### src/rtl/loader_pkg.sv
// Shared types and constants for the PRG image loader.
package loader_pkg;

  // ioctl download stream widths
  localparam int IOCTL_AW = 25;
  localparam int IOCTL_DW = 8;

  // Bit positions inside the sticky error vector
  localparam int ERR_WIN   = 0;
  localparam int ERR_OVR   = 1;
  localparam int ERR_SHORT = 2;

  typedef enum logic [2:0] {
    S_IDLE,
    S_HDR,
    S_DATA,
    S_WPEND,
    S_FIX,
    S_DONE
  } state_t;

endpackage

### src/rtl/prg_loader_dma_write_port.sv
// Request/ack holding register for the DMA write port. A load captures
// address and data and raises we; we stays up, with address and data
// stable, until the ack. A load on the same cycle as an ack starts the
// next request immediately.
module dma_write_port #(
  parameter int unsigned ADDR_W = 16
) (
  input  logic              clk,
  input  logic              reset,
  input  logic              load,
  input  logic [ADDR_W-1:0] addr_in,
  input  logic [7:0]        data_in,
  input  logic              ack,
  output logic [ADDR_W-1:0] dma_addr,
  output logic [7:0]        dma_dout,
  output logic              dma_we
);

  logic [ADDR_W-1:0] addr_q, addr_d;
  logic [7:0]        data_q, data_d;
  logic              we_q, we_d;

  // Next request state: a new load wins over the ack of the current one
  always_comb begin
    addr_d = addr_q;
    data_d = data_q;
    we_d   = we_q;
    if (load) begin
      addr_d = addr_in;
      data_d = data_in;
      we_d   = 1'b1;
    end else if (we_q && ack) begin
      we_d   = 1'b0;
    end
  end

  // Request register; reset drops any pending write
  always_ff @(posedge clk) begin
    if (reset) begin
      addr_q <= '0;
      data_q <= '0;
      we_q   <= 1'b0;
    end else begin
      addr_q <= addr_d;
      data_q <= data_d;
      we_q   <= we_d;
    end
  end

  assign dma_addr = addr_q;
  assign dma_dout = data_q;
  assign dma_we   = we_q;

endmodule

### src/rtl/prg_loader.sv
// PRG image loader: strips the 2-byte load address, writes the payload
// through the DMA port inside the writable window, then rewrites the
// BASIC end-of-program pointers with the end address.
module prg_loader
  import loader_pkg::*;
#(
  parameter int unsigned       ADDR_W     = 16,
  parameter logic [7:0]        INDEX      = 8'h41,
  parameter logic [ADDR_W-1:0] WIN_LO     = ADDR_W'(16'h0000),
  parameter logic [ADDR_W-1:0] WIN_HI     = ADDR_W'(16'h3FFF),
  parameter int unsigned       FIXUP_N    = 3,
  parameter logic [ADDR_W-1:0] FIXUP_BASE = ADDR_W'(16'h002A)
) (
  input  logic                clk,
  input  logic                reset,
  input  logic                ioctl_download,
  input  logic [7:0]          ioctl_index,
  input  logic                ioctl_wr,
  input  logic [IOCTL_AW-1:0] ioctl_addr,
  input  logic [IOCTL_DW-1:0] ioctl_dout,
  output logic                ioctl_wait,
  output logic [ADDR_W-1:0]   dma_addr,
  output logic [7:0]          dma_dout,
  output logic                dma_we,
  input  logic                dma_ack,
  output logic [ADDR_W-1:0]   load_addr,
  output logic [ADDR_W-1:0]   end_addr,
  output logic                busy,
  output logic                done,
  output logic [2:0]          error
);

  localparam logic [7:0] FIX_CNT = 8'(2 * FIXUP_N);

  state_t            state_q, state_d;
  logic              sel_q, sel_d;
  logic              done_q, done_d;
  logic [2:0]        err_q, err_d;
  logic [ADDR_W-1:0] load_addr_q, load_addr_d;
  logic [ADDR_W-1:0] end_addr_q, end_addr_d;
  logic [7:0]        fix_idx_q, fix_idx_d;
  logic              endf_q, endf_d;   // download ended while a write was pending
  logic              acc_q, acc_d;     // at least one payload byte written
  logic              got_q, got_d;     // at least one payload byte received

  logic              sel, sel_rise;
  logic [ADDR_W-1:0] tgt_addr;
  logic              in_win;
  logic              wr_load;
  logic [ADDR_W-1:0] wr_addr;
  logic [7:0]        wr_data;

  assign sel      = ioctl_download && (ioctl_index == INDEX);
  assign sel_rise = sel && !sel_q;
  assign tgt_addr = load_addr_q + ioctl_addr[ADDR_W-1:0] - ADDR_W'(2);
  // Single unsigned compare covers both window bounds
  assign in_win   = (tgt_addr - WIN_LO) <= (WIN_HI - WIN_LO);

  // Next-state, bookkeeping and write-request generation
  always_comb begin
    state_d     = state_q;
    sel_d       = sel;
    done_d      = done_q;
    err_d       = err_q;
    load_addr_d = load_addr_q;
    end_addr_d  = end_addr_q;
    fix_idx_d   = fix_idx_q;
    endf_d      = endf_q;
    acc_d       = acc_q;
    got_d       = got_q;
    wr_load     = 1'b0;
    wr_addr     = tgt_addr;
    wr_data     = ioctl_dout;

    case (state_q)
      S_IDLE, S_DONE: begin
        if (sel_rise) begin
          state_d     = S_HDR;
          done_d      = 1'b0;
          err_d       = '0;
          load_addr_d = '0;
          end_addr_d  = '0;
          fix_idx_d   = '0;
          endf_d      = 1'b0;
          acc_d       = 1'b0;
          got_d       = 1'b0;
        end
      end
      S_HDR: begin
        if (!sel) begin
          err_d[ERR_SHORT] = 1'b1;
          done_d           = 1'b1;
          state_d          = S_DONE;
        end else if (ioctl_wr) begin
          if (ioctl_addr == IOCTL_AW'(0)) begin
            load_addr_d[7:0] = ioctl_dout;
          end else if (ioctl_addr == IOCTL_AW'(1)) begin
            load_addr_d[15:8] = ioctl_dout;
            state_d           = S_DATA;
          end
        end
      end
      S_DATA: begin
        if (!sel) begin
          if (!got_q) err_d[ERR_SHORT] = 1'b1;
          if (acc_q && (FIXUP_N != 0)) begin
            state_d = S_FIX;
          end else begin
            state_d = S_DONE;
            done_d  = 1'b1;
          end
        end else if (ioctl_wr && (ioctl_addr >= IOCTL_AW'(2))) begin
          got_d = 1'b1;
          if (in_win) begin
            wr_load    = 1'b1;
            end_addr_d = tgt_addr + ADDR_W'(1);
            acc_d      = 1'b1;
            state_d    = S_WPEND;
          end else begin
            err_d[ERR_WIN] = 1'b1;
          end
        end
      end
      S_WPEND: begin
        if (!sel) endf_d = 1'b1;
        if (sel && ioctl_wr) err_d[ERR_OVR] = 1'b1;
        if (dma_ack) begin
          if (endf_q || !sel) begin
            if (FIXUP_N != 0) begin
              state_d = S_FIX;
            end else begin
              state_d = S_DONE;
              done_d  = 1'b1;
            end
          end else begin
            state_d = S_DATA;
          end
        end
      end
      S_FIX: begin
        wr_addr = FIXUP_BASE + ADDR_W'(fix_idx_q);
        wr_data = fix_idx_q[0] ? end_addr_q[15:8] : end_addr_q[7:0];
        if (!dma_we || dma_ack) begin
          if (fix_idx_q == FIX_CNT) begin
            state_d = S_DONE;
            done_d  = 1'b1;
          end else begin
            wr_load   = 1'b1;
            fix_idx_d = fix_idx_q + 8'd1;
          end
        end
      end
      default: state_d = S_IDLE;
    endcase
  end

  // Control and bookkeeping registers
  always_ff @(posedge clk) begin
    if (reset) begin
      state_q     <= S_IDLE;
      sel_q       <= 1'b0;
      done_q      <= 1'b0;
      err_q       <= '0;
      load_addr_q <= '0;
      end_addr_q  <= '0;
      fix_idx_q   <= '0;
      endf_q      <= 1'b0;
      acc_q       <= 1'b0;
      got_q       <= 1'b0;
    end else begin
      state_q     <= state_d;
      sel_q       <= sel_d;
      done_q      <= done_d;
      err_q       <= err_d;
      load_addr_q <= load_addr_d;
      end_addr_q  <= end_addr_d;
      fix_idx_q   <= fix_idx_d;
      endf_q      <= endf_d;
      acc_q       <= acc_d;
      got_q       <= got_d;
    end
  end

  dma_write_port #(
    .ADDR_W (ADDR_W)
  ) u_port (
    .clk      (clk),
    .reset    (reset),
    .load     (wr_load),
    .addr_in  (wr_addr),
    .data_in  (wr_data),
    .ack      (dma_ack),
    .dma_addr (dma_addr),
    .dma_dout (dma_dout),
    .dma_we   (dma_we)
  );

  assign ioctl_wait = (state_q == S_WPEND);
  assign busy       = (state_q != S_IDLE) && (state_q != S_DONE);
  assign done       = done_q;
  assign error      = err_q;
  assign load_addr  = load_addr_q;
  assign end_addr   = end_addr_q;

endmodule

### config.mk
export PLATFORM = sky130hd
export DESIGN_NAME = prg_loader
export DESIGN_NICKNAME = d
export VERILOG_FILES = /design/src/rtl/loader_pkg.sv /design/src/rtl/prg_loader_dma_write_port.sv /design/src/rtl/prg_loader.sv
export SDC_FILE = /design/constraint.sdc
export NUM_CORES = 1
export LEC_CHECK = 0
export CORE_MARGIN = 3
export CORE_UTILIZATION = 52
export DETAILED_ROUTE_END_ITERATION = 8
export PLACE_DENSITY = 0.9
export SLEW_MARGIN = 10
export SYNTH_ARGS = -nofsm -noshare
export SYNTH_HDL_FRONTEND = slang
export SYNTH_SLANG_ARGS = --single-unit
### constraint.sdc
create_clock -name clk -period 6.1 [get_ports clk]
set_clock_uncertainty 0.2 [all_clocks]
set_input_delay 1.83 -clock clk [delete_from_list [all_inputs] [get_ports clk]]
set_output_delay 1.83 -clock clk [all_outputs]
set_load 0.05 [all_outputs]
; Word-level counts from Yosys, hierarchy flattened
; Cells that the tools add are included.
[word_totals]
output_inout_bits = 63
wordCells = 155
in_bits = 46
register_bits = 76
[op_classes]
eq_ne = 34
mux = 65
add_sub_neg = 5
reduce_logical = 33
order_cmp = 2
[op_table]
columns = cell, count
row1 = 16-bit two-way mux, 7
row2 = 8-bit two-way mux, 8
row3 = 16-bit case mux with 2 select lines, 2
row4 = 3-bit two-way mux, 13
row5 = 2-bit != test (second input constant), 18
row6 = 25-bit by 1-bit == test with 1-bit output (second input constant), 1
row7 = 25-bit by 2-bit >= comparator with 1-bit output (second input constant), 1
row8 = 25-bit zero test, 1
row9 = 1-bit two-way mux, 25
row10 = 5-bit AND reduction, 4
row11 = 3-bit != test (second input constant), 6
row12 = 16-bit by 1-bit adder with 16-bit output (second input constant), 1
row13 = 16-bit adder, 1
row14 = 16-bit by 14-bit less-or-equal comparator with 1-bit output (second input constant), 1
row15 = 8-bit case mux with 2 select lines, 1
row16 = 16-bit by 2-bit subtractor with 16-bit output (second input constant), 1
row17 = 3-bit case mux with 5 select lines, 1
row18 = 1-bit case mux with 2 select lines, 6
row19 = 2-bit nonzero test, 5
row20 = 6-bit by 8-bit adder with 9-bit output (first input constant), 1
row21 = 9-bit AND reduction, 1
row22 = 8-bit by 1-bit adder with 8-bit output (second input constant), 1
row23 = 8-bit by 3-bit == test with 1-bit output (second input constant), 1
row24 = 8-bit by 7-bit == test with 1-bit output (second input constant), 1
row25 = other kinds (17), 31

; Depth between registers and ports, before layout
; Gate-level depths: netlist of the first run.
[depth]
depth_word = 8
mapped_depth = 15
depth_no_buf = 14

; By module
; Synthesis of the first run repeated with hierarchy kept, for this count alone.
[unflattened]
hier_cells = 677
hier_area_um2 = 5256.3
[by_module_without_submodules]
columns = mod, seq_area_each_um2, n_inst, area_per_inst_um2, cells_each
row1 = prg_loader, 1021.0, 1, 4345.4, 595
row2 = dma_write_port, 500.5, 1, 910.9, 82

; Worst setup path after synthesis of the first run
; OpenSTA, ideal clock, no wires.
[synth_path]
kind = input -> register
from = in ioctl_addr[1]
to = reg end_addr_q[13], in the netlist end_addr[13]
required_ns = 5.843
setup_time_ns = 0.057
stages = 13
slack_ns = 1.224
arrival_time_ns = 4.619
n_path_buf = 0
path_cell_list = inv_1 -> ha_1 -> inv_1 -> ha_1 -> fa_1 -> a21o_1 -> a21oi_2 -> xnor2_1 -> or3_1 -> or2_1 -> or4_1 -> a21oi_1 -> a21o_1
[synth_via]
elab_chain_len = 7
elab_cells_between_ends = 13
cone_classes = add/sub: 3 / order compare: 2 / eq/ne: 2 / mux: 4 / reduce/logical: 2
[synth_lines]
columns = element, line_no
row1 = from (decl), prg_loader.sv:19  ; input logic [IOCTL_AW-1:0] ioctl_addr,
row2 = 16-bit adder, prg_loader.sv:55  ; assign tgt_addr = load_addr_q + ioctl_addr[ADDR_W-1:0] - ADDR_W'(2);
row3 = 16-bit by 2-bit subtractor with 16-bit output, prg_loader.sv:55
row4 = 16-bit by 1-bit adder with 16-bit output, prg_loader.sv:116  ; end_addr_d = tgt_addr + ADDR_W'(1);
row5 = 16-bit two-way mux, prg_loader.sv:114  ; if (in_win) begin
row6 = 16-bit two-way mux, prg_loader.sv:112  ; end else if (ioctl_wr && (ioctl_addr >= IOCTL_AW'(2))) begin
row7 = 16-bit two-way mux, prg_loader.sv:104  ; if (!sel) begin
row8 = 16-bit case mux with 2 select lines, prg_loader.sv:75  ; case (state_q)
row9 = to (signal assigned), prg_loader.sv:176  ; end_addr_q <= end_addr_d;
row10 = to (decl), prg_loader.sv:40  ; logic [ADDR_W-1:0] end_addr_q, end_addr_d;
; Several ways; a longest one is shown, not always the timed one. The select of a mux whose other input is x is not followed.
; A chain may end at the register's enable or synchronous reset.

; Worst setup path after layout of the first run
[layout_path]
from = in ioctl_addr[1]
to = reg u_port.addr_q[0], in the netlist u_port.dma_addr[0]
[layout_via]
elab_chain_len = 7
elab_cells_between_ends = 9
cone_classes = add/sub: 2 / order compare: 2 / mux: 4 / reduce/logical: 1
[layout_lines]
columns = element, line_no
row1 = 16-bit adder, prg_loader.sv:55
row2 = 16-bit by 2-bit subtractor with 16-bit output, prg_loader.sv:55
row3 = 16-bit by 14-bit less-or-equal comparator with 1-bit output, prg_loader.sv:57  ; assign in_win = (tgt_addr - WIN_LO) <= (WIN_HI - WIN_LO);
row4 = 1-bit two-way mux, prg_loader.sv:114
row5 = 1-bit two-way mux (*), prg_loader.sv:112
row6 = 1-bit two-way mux (*), prg_loader.sv:104
row7 = 1-bit case mux with 2 select lines (*), prg_loader.sv:75
row8 = to (signal assigned), prg_loader_dma_write_port.sv:44  ; addr_q <= addr_d;
row9 = to (decl), prg_loader_dma_write_port.sv:19  ; logic [ADDR_W-1:0] addr_q, addr_d;
; Every way passes the cells marked *; elsewhere a longest branch is shown, timed or not.

==> PnR_summary.wiki, run 1 <==
{| class="wikitable"
! Metric !! Value
|-
| Status || finished clean
|-
| CTS hold repair buffers || 0
|-
| Post-synth EDFFs || 0
|-
| Fraction of post-synthesis cell area in the top cell type by area || 30.29%
|-
| WL per Instance || 16.65 um
|-
| Via count of the first global-routing pass || 4,858
|-
| Int Pwr || 0.8421 mW
|-
| Final critical-path setup slack || 753.8 ps
|-
| Largest area contributor in the synthesized netlist || sky130_fd_sc_hd__dfxtp_1
|-
| Switching power || approximately 0.37 mW
|-
| Register share of total power || 41.8%
|-
| Launching element type of the critical path || primary input
|-
| Largest fanout on the critical path || 24
|-
| RSZ-0062 raised after global routing || no
|-
| Overall overflow remaining after global route || 0
|-
| Fin nets || 805
|-
| Placed Area || 0.006125 mm^2
|-
| Number of core rows || 35
|-
| Minimum period implied by the final worst setup slack || around 5300 ps
|-
| Net switching fraction of the power || 30.48%
|-
| Starting DRT DRC Count || 292
|-
| Via Count || 4,901
|-
| Min-delay worst type || flop to flop
|-
| Achievable clock frequency || 187.1 MHz
|-
| Overall Global Routing Usage || 25.78%
|-
| Worst Min Path Start || u_port.dma_addr[7]
|-
| Antenna-violating nets left || 0
|-
| CP required || 6170 ps
|-
| Global-route wire length before repair || approximately 23,000 um
|-
| Commonest cells post-synth || sky130_fd_sc_hd__dfxtp_1 (76), sky130_fd_sc_hd__nand2_1 (67), sky130_fd_sc_hd__inv_1 (66)
|-
| Slew HR || 34.10%
|-
| Most used DFF post-synth || sky130_fd_sc_hd__dfxtp_1
|-
| Origin of the critical flop-to-flop path || load_addr[1]
|-
| Core Footprint || between 0.009 and 0.01 mm^2
|-
| Die Width || 104.3 um
|-
| Synthesized instance count || 633
|-
| Pin count of the biggest net entering global routing || 67
|-
| CTS Sinks || 76
|-
| CTS HTree Levels || 3
|-
| Number of antenna violations at the first check in global routing || 0
|-
| Critical R2R Capture || u_port.dma_addr[0]
|-
| Summed negative setup slack over all endpoints || 0 ps
|-
| Total power divided by cell area || 190.7 mW/mm^2
|-
| Worst R2R Setup Slack || 2350 ps
|-
| Die span in y || between 100 and 150 um
|-
| Crit path from || ioctl_addr[1]
|-
| Leading cell types by total area after synthesis || sky130_fd_sc_hd__dfxtp_1 (30%), sky130_fd_sc_hd__ha_1 (8.2%), sky130_fd_sc_hd__nand2_1 (5.0%)
|-
| Final hold violation count || 0
|-
| Global placer's final weighted congestion || 0.9175
|-
| Cell Area, Synth || about 0.005 mm^2
|-
| Synthesis-to-finish area growth || 26.46%
|-
| Type of the worst setup path || primary input to flop
|-
| Max Slew Vio Count || 0
|-
| Number of max-cap violations || 0
|-
| Worst r2r path cells || 14
|-
| Clock Pin Slew Worst Setup and Hold Paths || 90 ps
|-
| Via/cell ratio || about 5.7
|-
| Clock tree root driver cell || sky130_fd_sc_hd__clkbuf_8
|-
| Die Outline Area || 0.01087 mm^2
|-
| Peak supply drop || 0.0001082 V
|-
| Drc violations || 0
|-
| I/O pin count || 109
|-
| Num CTS Buffers || 9
|-
| HPWL after detailed placement || 10,880 um
|-
| Worst hold path stage count || 2
|-
| Sequential cell area fraction in the yosys report || 30.29%
|-
| Share of flip-flops with an asynchronous set or reset after synthesis || 0%
|-
| Data arrival time of the worst path || around 5400 ps
|-
| Number of warnings printed during yosys synthesis || 0
|-
| Unique masters post-synth || between 60 and 70
|-
| Fraction of layout instances using a drive strength above 1 || 8.904%
|-
| Quantity of gates resized following cts || 0
|-
| Clock tree from TritonCTS || done
|-
| Setup Viol. Count Final || 0
|-
| Clock latency reported for the late side of the worst-skew pair || 350 ps
|-
| Worst setup EP type || flop
|-
| Count of input and output buffers || 108
|-
| Initial cell density of the core || 53.84%
|-
| Most numerous cell in the Yosys netlist || sky130_fd_sc_hd__dfxtp_1
|-
| Post-synthesis net count || just over 700
|-
| Number of buffers inserted to repair setup after CTS || 0
|-
| Utilization after layout || 68.09%
|-
| Final Cycle Share || 87.64%
|-
| Routed wire length || 14,300 um
|-
| LEAKAGE || 2.399 nW
|-
| Worst hold endpoint || u_port.dma_addr[7]
|-
| Final non-filler cell area || 0.006351 mm^2
|-
| Synthesized flop and latch total || 76
|-
| Slew @ Worst Pin || 980.9 ps
|-
| Diodes inserted || 0
|-
| Fraction of power consumed by the clock network || 37.3%
|-
| Syn avg cell area || 7.934 um^2
|-
| Maximum buffer depth of the clock tree || 2
|-
| Gate power share || between 20% and 30%
|-
| Worst slack, placed || 405.7 ps
|-
| Number of detailed-routing iterations run before antenna repair || 5
|}
==> layout make-up <==
type,count,area (um^2)
fillers,766,2977
multi-input cells,457,3065
inverters,66,247.7
flip-flops and latches,76,1521
well taps,129,161.4
clock buffers,9,123.9
clock inverters,7,102.6
repair buffers,115,1129
==> cells in the final DEF, fill, tap and decap left out, types with 12 or more instances in the layout <==
cell type                         Yosys  routed
sky130_fd_sc_hd__clkdlybuf4s50_1      0     107
sky130_fd_sc_hd__dfxtp_1             76      76
sky130_fd_sc_hd__nand2_1             67      67
sky130_fd_sc_hd__inv_1               66      66
sky130_fd_sc_hd__nor2_1              56      56
sky130_fd_sc_hd__a21oi_1             48      48
sky130_fd_sc_hd__ha_1                33      33
sky130_fd_sc_hd__o21ai_0             26      26
sky130_fd_sc_hd__xor2_1              20      20
sky130_fd_sc_hd__nand3_1             18      18
sky130_fd_sc_hd__nand3b_1            17      17
sky130_fd_sc_hd__xnor2_1             13      13
sky130_fd_sc_hd__nand4_1             12      12
==> state kept, by name, indices dropped and copies added (netlist names) <==
signal	count
error	3
got_q	1
end_addr	16
u_port.dma_addr	16
state_q	3
sel_q	1
load_addr	16
endf_q	1
fix_idx_q	8
u_port.dma_dout	8
u_port.dma_we	1
done	1
acc_q	1
==> power groups by stage <==
stage,Combinational (mW),Sequential (mW),Clock [mW]
detailed placement,0.251,0.517,0
global route,0.276,0.507,0.473
CTS,0.252,0.506,0.451
global placement,0.245,0.517,0
finish,0.254,0.506,0.451
floorplan,0.164,0.524,0
==> how the worst max path moves through the flow <==
| stage | to | slack [ps] | depth (start not counted) |
|---|---|---|---|
| final | u_port.dma_addr[0] | 750 | 15 |
| after floorplan | end_addr[13] | 1220 | 13 |
| after detailed placement | u_port.dma_addr[0] | 410 | 15 |
| after CTS | u_port.dma_addr[0] | 770 | 15 |
| after global routing | end_addr[2] | 550 | 14 |
| after global placement | u_port.dma_addr[5] | 500 | 15 |
==> stage by stage <==
| stage | total power, mW | instances | hold slack (ps) |
|---|---|---|---|
| 2_1_floorplan | 0.6872 | 633 | 241.8 |
| 3_3_place_gp | 0.7628 | 843 | 247.6 |
| 3_5_place_dp | 0.7680 | 843 | 251.1 |
| 4_1_cts | 1.209 | 859 | 266.0 |
| 5_1_grt | 1.256 | 859 | 290.7 |
| 6_report | 1.211 | 859 | 269.8 |
==> critical path, cell delays in order <==
cell and delay, ps:
sky130_fd_sc_hd__clkdlybuf4s50_1 470, sky130_fd_sc_hd__inv_1 60, sky130_fd_sc_hd__ha_1 260, sky130_fd_sc_hd__inv_1 40
sky130_fd_sc_hd__ha_1 210, sky130_fd_sc_hd__fa_1 400, sky130_fd_sc_hd__a21o_1 220, sky130_fd_sc_hd__a221oi_2 360
sky130_fd_sc_hd__o211ai_1 140, sky130_fd_sc_hd__and3_1 230, sky130_fd_sc_hd__nor4_4 340, sky130_fd_sc_hd__or2_1 170
sky130_fd_sc_hd__buf_4 300, sky130_fd_sc_hd__nor2_1 100, sky130_fd_sc_hd__a311oi_2 250
==> metal layers <==
| layer | GRT usage, % | vias to the layer above | wire length (um) |
|---|---|---|---|
| li1 | - | 2371 | - |
| met1 | 32.42 | 2313 | 6081 |
| met2 | 44.05 | 183 | 6858 |
| met3 | 4.221 | 34 | 1011 |
| met4 | 9.972 | 0 | 348 |
| met5 | 0 | - | 0 |
==> cell families (layout without fill, tap and decap cells) <==
group / after synthesis / after routing / share of synthesized area [%]
flip-flops: 76 / 76 / 30.29
multiplexers: 12 / 12 / 2.417
buffers and inverters: 100 / 197 / 8.669
adder cells (fa/ha/maj): 34 / 34 / 8.620
XOR/XNOR: 33 / 33 / 5.755
AND/OR/NAND/NOR: 234 / 234 / 23.97
AO/OA/AOI/OAI: 144 / 144 / 20.28
Power figures use the tool's default switching activity.
==> run 2: changes to the inputs <==
--- a/config.mk
+++ b/config.mk
@@ -6,9 +6,9 @@
 export NUM_CORES = 1
 export LEC_CHECK = 0
 export CORE_MARGIN = 3
-export CORE_UTILIZATION = 52
+export CORE_UTILIZATION = 25
 export DETAILED_ROUTE_END_ITERATION = 8
-export PLACE_DENSITY = 0.9
+export PLACE_DENSITY = 0.53
 export SLEW_MARGIN = 10
 export SYNTH_ARGS = -nofsm -noshare
 export SYNTH_HDL_FRONTEND = slang
==> PnR_summary.wiki, run 2 (synthesized netlist as in run 1, its figures left out) <==
{| class="wikitable"
! Metric !! Value
|-
| Summed negative setup slack over all endpoints || 0 ps (unchanged)
|-
| Synthesis-to-finish area growth || 31.32% (was 26.46%)
|-
| Number of max-cap violations || 0 (unchanged)
|-
| LEAKAGE || 2.435 nW (was 2.399 nW)
|-
| Status || finished clean (unchanged)
|-
| Largest fanout on the critical path || 18 (was 24)
|-
| Slew HR || 28.40% (was 34.10%)
|-
| Critical-path cell with the highest stage delay || sky130_fd_sc_hd__clkdlybuf4s50_1 (unchanged)
|-
| Count of input and output buffers || 108 (unchanged)
|-
| Worst r2r path cells || 15 (was 14)
|-
| Core Footprint || 0.01959 mm^2 (was 0.009328 mm^2)
|-
| List of cells traversed by the critical path || clkdlybuf4s50_1 > inv_1 > ha_1 > inv_1 > ha_1 > fa_1 > a21o_1 > a221oi_2 > o211ai_1 > and3_1 > nor4_4 > buf_4 > nor2_2 > buf_4 > or3_1 > a21oi_1 (was clkdlybuf4s50_1 > inv_1 > ha_1 > inv_1 > ha_1 > fa_1 > a21o_1 > a221oi_2 > o211ai_1 > and3_1 > nor4_4 > or2_1 > buf_4 > nor2_1 > a311oi_2)
|-
| Num CTS Buffers || 9 (unchanged)
|-
| Slowest Stage Delay on Critical Path || 520 ps (was 470 ps)
|-
| Number of buffers inserted to repair setup after CTS || 0 (unchanged)
|-
| Drc violations || 0 (unchanged)
|-
| Launching element type of the critical path || primary input (unchanged)
|-
| Cell type group with the largest total delay on the critical path || buffers and inverters (was compound AO/OA/AOI/OAI gates)
|-
| Clock latency reported for the late side of the worst-skew pair || 340 ps (was 350 ps)
|-
| Int Pwr || 0.9003 mW (was 0.8421 mW)
|-
| CTS HTree Levels || 3 (unchanged)
|-
| Final critical-path setup slack || 783.0 ps (was 753.8 ps)
|-
| Starting DRT DRC Count || 246 (was 292)
|-
| CTS hold repair buffers || 0 (unchanged)
|-
| GRT met2 Usage || 22.85% (was 44.05%)
|-
| Cell total after placement || 982 (was 843)
|-
| Switching power || 0.3726 mW (was 0.3693 mW)
|-
| GR Layer Usage met3 || 3.556% (was 4.221%)
|-
| Peak supply drop || 0.0001342 V (was 0.0001082 V)
|-
| I/O pin count || 109 (unchanged)
|-
| Max Slew Vio Count || 0 (unchanged)
|-
| Pin count of the biggest net entering global routing || 67 (unchanged)
|-
| Via Count || 4,612 (was 4,901)
|-
| Maximum buffer depth of the clock tree || 2 (unchanged)
|-
| CP required || 6170 ps (about the same)
|-
| CP Buf/Inv Count || 5 (was 4)
|-
| Post-route insts no fill || 997 (was 859)
|-
| Register share of total power || 39.8% (was 41.8%)
|-
| Clock tree root driver cell || sky130_fd_sc_hd__clkbuf_16 (was sky130_fd_sc_hd__clkbuf_8)
|-
| Fraction of layout instances using a drive strength above 1 || 9.153% (was 8.904%)
|-
| Setup Viol. Count Final || 0 (unchanged)
|-
| Global-route wire length before repair || 24,250 um (was 23,230 um)
|-
| Worst setup EP type || flop (unchanged)
|-
| Busiest layer in global routing || met2 (unchanged)
|-
| Fraction of power consumed by the clock network || 40.3% (was 37.3%)
|-
| Die Outline Area || 0.02183 mm^2 (was 0.01087 mm^2)
|-
| Global placer's final weighted congestion || 0.8932 (was 0.9175)
|-
| Data arrival time of the worst path || 5380 ps (was 5410 ps)
|-
| Final Cycle Share || 87.16% (was 87.64%)
|-
| Number of antenna violations at the first check in global routing || 0 (unchanged)
|-
| RSZ-0062 raised after global routing || no (unchanged)
|-
| Die span in y || 147.7 um (was 104.3 um)
|-
| Gate power share || 19.9% (was 20.9%)
|-
| Number of core rows || 51 (was 35)
|-
| Worst slack, placed || 429.0 ps (was 405.7 ps)
|-
| Number of detailed-routing iterations run before antenna repair || 5 (unchanged)
|-
| Final hold violation count || 0 (unchanged)
|-
| WL per Instance || 15.17 um (was 16.65 um)
|-
| Global routing met1 resource utilization || 18.27% (was 32.42%)
|-
| Initial cell density of the core || 25.64% (was 53.84%)
|-
| Via count of the first global-routing pass || 4,502 (was 4,858)
|-
| Net switching fraction of the power || 29.27% (was 30.48%)
|-
| Via/cell ratio || 4.626 (was 5.705)
|-
| Min-delay worst type || flop to flop (unchanged)
|-
| Die Width || 147.7 um (was 104.3 um)
|-
| Type of the worst setup path || primary input to flop (unchanged)
|-
| CTS Sinks || 76 (unchanged)
|-
| Total power divided by cell area || 193.0 mW/mm^2 (was 190.7 mW/mm^2)
|-
| Routed wire length || 15,120 um (was 14,300 um)
|-
| Diodes inserted || 0 (unchanged)
|-
| Minimum period implied by the final worst setup slack || 5317 ps (was 5346 ps)
|-
| Quantity of gates resized following cts || 0 (unchanged)
|-
| Overall overflow remaining after global route || 0 (unchanged)
|-
| Slew @ Worst Pin || 1066 ps (was 980.9 ps)
|-
| Overall Global Routing Usage || 13.88% (was 25.78%)
|-
| Clock Pin Slew Worst Setup and Hold Paths || 60 ps (was 90 ps)
|-
| Most common library cell in the layout ignoring fill and taps || sky130_fd_sc_hd__clkdlybuf4s50_1 (unchanged)
|-
| Worst hold path stage count || 2 (unchanged)
|-
| Commonest non-fill, non-tap cells in the layout || sky130_fd_sc_hd__clkdlybuf4s50_1 (107), sky130_fd_sc_hd__dfxtp_1 (76), sky130_fd_sc_hd__nand2_1 (67), sky130_fd_sc_hd__inv_1 (66), sky130_fd_sc_hd__nor2_1 (56) (unchanged)
|-
| HPWL after detailed placement || 11,840 um (was 10,880 um)
|-
| Filler cells || 2,082 (was 766)
|-
| Fin nets || 808 (was 805)
|-
| Clock tree from TritonCTS || done (unchanged)
|-
| Cell count along the critical path || 16 (was 15)
|-
| Achievable clock frequency || 188.1 MHz (was 187.1 MHz)
|-
| Antenna-violating nets left || 0 (unchanged)
|-
| Worst Hold Margin || 257.0 ps (was 269.8 ps)
|}
[run 2: changes by cell type in the layout (fill, tap and decap cells not counted)]
cell,previous run,this run
sky130_fd_sc_hd__buf_4,7,10
sky130_fd_sc_hd__bufinv_16,2,0
sky130_fd_sc_hd__clkbuf_16,0,9
sky130_fd_sc_hd__clkbuf_8,9,2
sky130_fd_sc_hd__clkinv_2,0,2
sky130_fd_sc_hd__clkinvlp_4,1,2
sky130_fd_sc_hd__inv_6,4,0
[run 2: final cells by class]
cell class,instances,area (um^2),area share (%)
Multi-Input combinational cell,457,3065,46.48
Sequential cell,76,1521,23.07
Timing Repair Buffer,118,1151,17.45
Tap cell,265,331.6,5.028
Clock buffer,11,252.7,3.832
Inverter,66,247.7,3.756
Clock inverter,4,25.02,0.3794
[run 2: power groups by stage]
stage                     Sequential [mW]  Clock [mW]  Combinational (mW)
after floorplan                     0.524           0               0.164
after global placement              0.518           0               0.255
after detailed placement            0.518           0               0.254
after CTS                           0.507       0.531               0.255
after global routing                0.507       0.542               0.280
final                               0.507       0.513               0.253
[run 2: per-stage QoR]
stage	cell area [um^2]	utilization, %	total power, mW
finish	6595	33.67	1.273
global route	6595	33.67	1.329
CTS	6595	33.67	1.293
detailed placement	6317	32.25	0.7714
global placement	6317	32.25	0.7721
floorplan	5022	-	0.6872
[run 2: final timing paths]
check                  endpoint  slack [ps]               start
min          u_port.dma_dout[5]         260  u_port.dma_dout[5]
max reg2reg         end_addr[8]        2450        load_addr[1]
max                 end_addr[8]         780       ioctl_addr[1]
min reg2reg  u_port.dma_dout[5]         260  u_port.dma_dout[5]
[run 2: worst min-delay path: cells and delay by family (launching register included)]
kind / cells / cell delay (ps)
AOI/OAI and AO/OA: 1 / 40
DFF: 1 / 300
and+or+nand+nor: 1 / 60
[run 2: metal layers]
layer | part of all wire [%] | routed length (um)
met5 | 0 | 0
met1 | 47 | 7115
met3 | 5.9 | 893
met2 | 46 | 6933
met4 | 1.2 | 177
